$ cat config.mk
export PLATFORM = sky130hd
export DESIGN_NAME = prefix_carry_pipe_8b
export DESIGN_NICKNAME = d
export VERILOG_FILES = /design/src/rtl/prefix_carry_pipe_8b.sv
export SDC_FILE = /design/constraint.sdc
export NUM_CORES = 1
export LEC_CHECK = 0
export CAP_MARGIN = 10
export CELL_PAD_IN_SITES_DETAIL_PLACEMENT = 1
export CELL_PAD_IN_SITES_GLOBAL_PLACEMENT = 1
export CORE_AREA = 5 5 112 114
export DETAILED_ROUTE_END_ITERATION = 6
export DIE_AREA = 0 0 117 119
export PLACE_DENSITY = 0.66
export SLEW_MARGIN = 20
export SYNTH_ARGS = -nofsm -noshare
export SYNTH_HDL_FRONTEND = slang
export SYNTH_SLANG_ARGS = --single-unit
$ cat constraint.sdc
create_clock -name clk_i -period 3.8 [get_ports clk_i]
set_input_delay 0.95 -clock clk_i [delete_from_list [all_inputs] [get_ports clk_i]]
set_output_delay 0.95 -clock clk_i [all_outputs]
set_load 0.05 [all_outputs]
$ cat src/rtl/prefix_carry_pipe_8b.sv
// prefix_carry_pipe_8b: 4-stage pipelined Kogge-Stone carry tree with valid/ready flow control; define PREFIX_CARRY_CNT_EN to add xfer_cnt_o
module prefix_carry_pipe_8b #(
  parameter int CNT_W = 16
) (
  input  logic             clk_i,
  input  logic             rst_i,
  input  logic [8:0]       prop_i,
  input  logic [8:0]       gen_i,
  input  logic             valid_i,
  output logic             ready_o,
  output logic [8:0]       carry_o,
  output logic [8:0]       prop_o,
  output logic             valid_o,
  input  logic             ready_i
`ifdef PREFIX_CARRY_CNT_EN
  ,
  output logic [CNT_W-1:0] xfer_cnt_o
`endif
);
  logic [3:0][8:0] g_q, g_d, r_q, r_d, g_in, r_in, p_in;
  logic [2:0][8:0] p_q, p_d;
  logic [3:0]      v_q, v_d, v_in, en;
  assign g_in = {g_q[2:0], gen_i};
  assign p_in = {p_q, prop_i};
  assign r_in = {r_q[2:0], prop_i};
  assign v_in = {v_q[2:0], valid_i};
  // a stage may load when its successor is empty or moving on; the last stage moves on ready_i
  always_comb begin
    en[3] = !v_q[3] || ready_i;
    for (int k = 2; k >= 0; k--) en[k] = !v_q[k] || en[k+1];
  end
  // one combine level per stage with span 1<<k; positions below the span keep (G,P) unchanged
  always_comb begin
    for (int k = 0; k < 4; k++) begin
      g_d[k] = en[k] ? (g_in[k] | (p_in[k] & (g_in[k] << (1 << k)))) : g_q[k];
      r_d[k] = en[k] ? r_in[k] : r_q[k];
      v_d[k] = en[k] ? v_in[k] : v_q[k];
    end
    for (int k = 0; k < 3; k++)
      p_d[k] = en[k] ? (p_in[k] & ((p_in[k] << (1 << k)) | ((9'd1 << (1 << k)) - 9'd1))) : p_q[k];
  end
  // pipeline registers; reset drops everything in flight
  always_ff @(posedge clk_i) begin
    if (rst_i) begin
      v_q <= '0;
      g_q <= '0;
      p_q <= '0;
      r_q <= '0;
    end else begin
      v_q <= v_d;
      g_q <= g_d;
      p_q <= p_d;
      r_q <= r_d;
    end
  end
  assign ready_o = en[0];
  assign valid_o = v_q[3];
  assign carry_o = g_q[3];
  assign prop_o  = r_q[3];
`ifdef PREFIX_CARRY_CNT_EN
  logic [CNT_W-1:0] cnt_q, cnt_d;
  // count output transfers, sticking at all-ones
  always_comb cnt_d = (valid_o && ready_i && !(&cnt_q)) ? cnt_q + CNT_W'(1) : cnt_q;
  // counter register
  always_ff @(posedge clk_i) begin
    if (rst_i) cnt_q <= '0;
    else cnt_q <= cnt_d;
  end
  assign xfer_cnt_o = cnt_q;
`endif
endmodule
==> metrics <==
Crit. End Element primary output; Max Cap Viol 0; TritonRoute pass-1 iters 4; critical path's largest stage delay 500 ps; crit path max-delay cell type clkdlybuf4s50_1; Worst EP required 2850 ps; area occupied by multi-input gates 1394 µm²; routability cong. 0.7459; Top Ports 42; largest net degree at the start of global routing 49; Design Area, Final 4121 µm²; Num Clock Sinks 89; slew margin rel. 0.4685; width of the die 117 µm; RSZ-0062 raised after global routing false; clk buf depth 2; final net count 440; clk_lat worst skew 330 ps; vias in the first global route 2793; Reg2Reg Setup Slack 2200 ps; Routed Antenna Nets 0; CTS Hold Bufs 0; synthesis-stage register bit count 89; Hold WC Path Type reg -> reg; Final Skew 6.091 ps; utilization after layout 0.3641; Max Transition Viols Final 0; post-CTS sizing 0; post-synthesis net count 413; data arrival time of the worst path 2230 ps; number of synthesized flops with an enable pin 0; Leak 1.473 nW; 1st-iter DRT viols 218; CORE AREA 11320 µm²; via-per-instance ratio 4.842; max frequency 314.0 MHz; Seq/Total Area, Yosys 0.5317; initial antenna violation count 0; synth warn 0; Buffers on Ports 41; Fin. Hold Viols 0; clock tree root driver cell clkbuf_16; DP HPWL 5534 µm; wire length per cell 14.55 µm; CTS clk-pin slew, worst paths 60 ps; Pwr per Cell Area 493.9 nW/µm²; kind of critical path in -> out; period utilisation layout 0.8380; first-pass GRT wire length 14110 µm; worst-case vdd ir drop 0.0002388 V; TNS Setup 0 ps; fillers 1335; overall track demand over capacity in global routing 0.1248; Worst Tran Pin Value 797.3 ps; Hold Slack 450.1 ps; Startpoint Class input pin; Initial Util 0.2960; die height 119 µm; Tmin final 3184 ps; Seq. cell area 1782 µm²; clock buffer count from CTS 9; Distinct cells, synth 27; Avg Cell Area, Syn 8.570 µm²; Vias 2736; largest fanout on the critical path 9; area grow syn2layout 23.00%; Synth Instances 391; total gr overflow 0; synthesized cell area 3351 µm²; post-CTS setup buffer count 0; Async S/R FF share, synth 0; Inserted Diodes 0; H-tree depth 3; layout cells sized above 1 0.08294; DRC viols 0; # rows 39; CP cell instances clkdlybuf4s50_1 > nand4b_4 > nor2_8 > inv_4 > buf_4; final WL 8222 µm; DP Area 3812 µm²; Final setup viols 0; Die Area 13920 µm²; outcome finished, final reports clean; CTS tree built; main flop type after synthesis dfxtp_1
[stage by stage]
stage          setup WS, ps  cells  total power (W)
2_1_floorplan          1375    391         0.001083
3_3_place_gp          649.7    550         0.001137
3_5_place_dp          645.6    550         0.001140
4_1_cts               632.6    565         0.002065
5_1_grt               561.8    565         0.002118
6_report              615.7    565         0.002036
[sequential cells by signal, summed over array words and instances (netlist names)]
register  count
carry_o       9
v_q           4
p_in         16
g_in         27
prop_o        9
r_in         24
[Yosys cell counts, types with 2 or more instances]
| cell | number | share of area |
|---|---|---|
| a211oi_1 | 13 | 0.029 |
| a211oi_2 | 8 | 0.030 |
| a21oi_1 | 67 | 0.10 |
| buf_2 | 9 | 0.013 |
| buf_4 | 6 | 0.013 |
| buf_6 | 2 | 0.0067 |
| clkbuf_1 | 13 | 0.015 |
| dfxtp_1 | 89 | 0.53 |
| nand2_1 | 95 | 0.11 |
| nand3_1 | 16 | 0.024 |
| nand4b_1 | 7 | 0.018 |
| nor2_1 | 18 | 0.020 |
| nor3_1 | 20 | 0.030 |
| o21ai_0 | 9 | 0.013 |
| o31ai_1 | 7 | 0.016 |
[path summary, 6_finish.rpt]
check	cells after the start	end	from
worst max-delay path	5	ready_o	ready_i
worst min-delay path	2	carry_o[4]$_SDFFE_PP0P_	carry_o[4]$_SDFFE_PP0P_
worst max register to register	3	g_in[34]$_SDFFE_PP0P_	v_q[3]$_SDFFE_PP0P_
worst min register to register	2	carry_o[4]$_SDFFE_PP0P_	carry_o[4]$_SDFFE_PP0P_
[cell families (layout without fill, tap and decap cells)]
kind of cell | count (synthesis) | in the layout | share of synthesized area
buffers and inverters | 33 | 64 | 0.05228
AOI/OAI and AO/OA | 105 | 105 | 0.1897
and+or+nand+nor | 164 | 164 | 0.2263
DFF | 89 | 89 | 0.5317
[worst max-delay path: cells and delay by family]
kind	cells	cell delay, ps
buf+inv	3	820
simple gates	2	460
[final cells by class]
type	instances	area share
timing repair buffer	47	0.1087
inverter	2	0.002429
multi-input combinational	269	0.3382
clock buffer	9	0.05464
clock inverter	6	0.02034
tap	143	0.04341
sequential	89	0.4323
[where the power goes]
part / switching (W) / internal [W] / total (W)
clock: 0.000348 / 0.000570 / 0.000917
sequential: 0.0000244 / 0.000969 / 0.000993
combinational: 0.0000723 / 0.0000531 / 0.000125
[placed cells by master (no fill, tap or decap)]
cell type / instances
nand2_1: 95
dfxtp_1: 89
a21oi_1: 67
clkdlybuf4s50_1: 39
nor3_1: 20
nor2_1: 18
nand3_1: 16
a211oi_1: 13
o21ai_0: 9
clkbuf_16: 9
a211oi_2: 8
nand4b_1: 7
o31ai_1: 7
buf_4: 7
clkinv_2: 3
bufinv_16: 2
inv_1: 1
nand4b_4: 1
nor2_8: 1
inv_4: 1
and4b_1: 1
and3b_1: 1
nand3b_1: 1
nor2b_1: 1
nand2b_1: 1
o21ai_1: 1
nor3_2: 1
clkinv_4: 1
buf_2: 1
[layer usage]
metal	up-vias	wire, µm	global-route usage
li1	1405	-	-
met1	1265	4216	0.1844
met2	58	3547	0.1771
met3	8	363	0.02434
met4	0	95	0.04875
met5	-	0	0
(Power assumes the default switching activity.)
==> edit, RTL diff (same flow settings) <==
The option `PREFIX_CARRY_CNT_EN` is turned on by a define.
--- a/src/rtl/prefix_carry_pipe_8b.sv
+++ b/src/rtl/prefix_carry_pipe_8b.sv
@@ -1,4 +1,6 @@
 // prefix_carry_pipe_8b: 4-stage pipelined Kogge-Stone carry tree with valid/ready flow control; define PREFIX_CARRY_CNT_EN to add xfer_cnt_o
+`define PREFIX_CARRY_CNT_EN
+
 module prefix_carry_pipe_8b #(
   parameter int CNT_W = 16
 ) (
Function (old outputs only; new: xfer_cnt_o): kept (equiv_simple and equiv_induct, registers matched by name and starting in step).
==> edit against the unedited design <==
  * Final area grew 19%
  * Combinational power is 7% lower
  * Synthesized cell count rose by 23%
  * Wire length rose by 25%
  * First-iteration DRC count down 55%
  * Sequential cell count rose by 16
  * Setup slack better by 0.015 ns
  * Total power rose by 11%
  * Area after synthesis grew 17%
  * Critical path type unchanged
==> edit: results (changes against the unedited design) <==
Outcome
  • Outcome: finished clean (unchanged)

Placed design
  • Input/output buffers: 57 (was 41)
  • GPL Wtd Cong: 0.712 (was 0.746)
  • Post-DP HPWL: 6910 um (was 5530 um)

Layout
  • ClkCell Share: 6.46% (was 7.50%)
  • Layout cell share with drive strength beyond 1: 5.27% (was 8.29%)
  • Multi-input logic area: 1690 um2 (was 1390 um2)
  • Logic inverters: 3 (was 2)
  • NonClk Buf Share: 12.6% (was 10.9%)
  • Seq area share: 42.7% (was 43.2%)
  • Multi-input gate count: 344 (was 269)
  • Final nets: 549 (was 440)
  • Fill count: 1384 (was 1335)

Global route
  • Number of global-route vias before repair: 3455 (was 2793)
  • GRT Resource Usage Total: 15.0% (was 12.5%)
  • Largest net degree at the start of global routing: 106 (was 49)
  • First-pass GRT wire length: 16900 um (was 14100 um)

Pwr
  • Peak supply drop: 0.185 mV (was 0.239 mV)
  • Combinational Power Share: 5.1% (was 6.2%)
  • Int Pwr: 1.76 mW (was 1.59 mW)

Setup path
  • Max Fanout on Critical Path: 6 (was 9)
  • R2R depth: 4 (was 3)
  • FF-to-FF End: xfer_cnt_o[14] (was g_in[34])
  • Register-to-register setup slack: 1.58 ns (was 2.20 ns)

CTS
  • Sink Count: 105 (was 89)
  • Worst skew pair latency: 0.35 ns (was 0.33 ns)

Worst hold path
  • Hold Path Origin: prop_o[2] (was carry_o[4])

Synth
  • Adder-cell area share of the yosys netlist: 0.319% (was 0%)
  • Synth top area share: 53.7% (was 53.2%)
  • Commonest cells post-synth: nand2_1 (122), dfxtp_1 (105), a21oi_1 (74) (was nand2_1 (95), dfxtp_1 (89), a21oi_1 (67))
  • Xor/xnor cell area share of the yosys netlist: 0.671% (was 0%)
  • Multiplexer share of the synthesized area: 0.256% (was 0%)
  • Top cells by area, synth: dfxtp_1 (54%), nand2_1 (12%), a21oi_1 (9.5%), a211oi_1 (4.0%), nor2_1 (3.5%) (was dfxtp_1 (53%), nand2_1 (11%), a21oi_1 (10%), a211oi_2 (3.0%), nor3_1 (3.0%))

Timing
  • Setup Skew: 0.00709 ns (was 0.00609 ns)

Route
  • Initial DRC Count: 99 (was 218)
==> edit: cell types whose count changed after synthesis, moves of 8 or more <==
cell,change
nand2_1,+27
nor2_1,+18
dfxtp_1,+16
clkbuf_1,+13
a211oi_1,+8
a211oi_2,-8
==> edit: worst max-delay path by stage <==
stage            start      end  slack, ns  depth (start not counted)
2_1_floorplan  ready_i  ready_o       0.52                          6
3_3_place_gp   ready_i  ready_o       0.64                          5
3_5_place_dp   ready_i  ready_o       0.63                          5
4_1_cts        ready_i  ready_o       0.62                          5
5_1_grt        ready_i  ready_o       0.51                          5
6_report       ready_i  ready_o       0.63                          5
==> edit: cell families after synthesis <==
logic type / Yosys count
AO/OA/AOI/OAI: 108
multiplexers: 1
adder cells (fa/ha/maj): 1
AND/OR/NAND/NOR: 231
buffers and inverters: 32
XOR/XNOR: 3
flip-flops: 105
==> edit: critical path: stages <==
cell	delay (ns)
clkdlybuf4s50_1	0.49
and4b_1	0.32
and2_1	0.17
clkinv_1	0.09
buf_4	0.19
==> edit: stage by stage <==
| stage | instance area [um2] | std cells | hold slack, ns | worst slack [ns] | utilization, % |
|---|---|---|---|---|---|
| floorplan | 3920 | 481 | 0.432 | 0.516 | - |
| global placement | 4600 | 658 | 0.440 | 0.638 | 40.7 |
| detailed placement | 4600 | 658 | 0.446 | 0.631 | 40.7 |
| CTS | 4920 | 674 | 0.456 | 0.616 | 43.5 |
| global route | 4920 | 674 | 0.470 | 0.512 | 43.5 |
| finish | 4920 | 674 | 0.451 | 0.631 | 43.5 |
==> edit: routing by layer <==
layer | part of all wire [%] | track usage (%)
met5 | 0 | 0
met3 | 2.8 | 2.03
met4 | 1.7 | 6.02
met1 | 50 | 20.9
met2 | 46 | 23.3
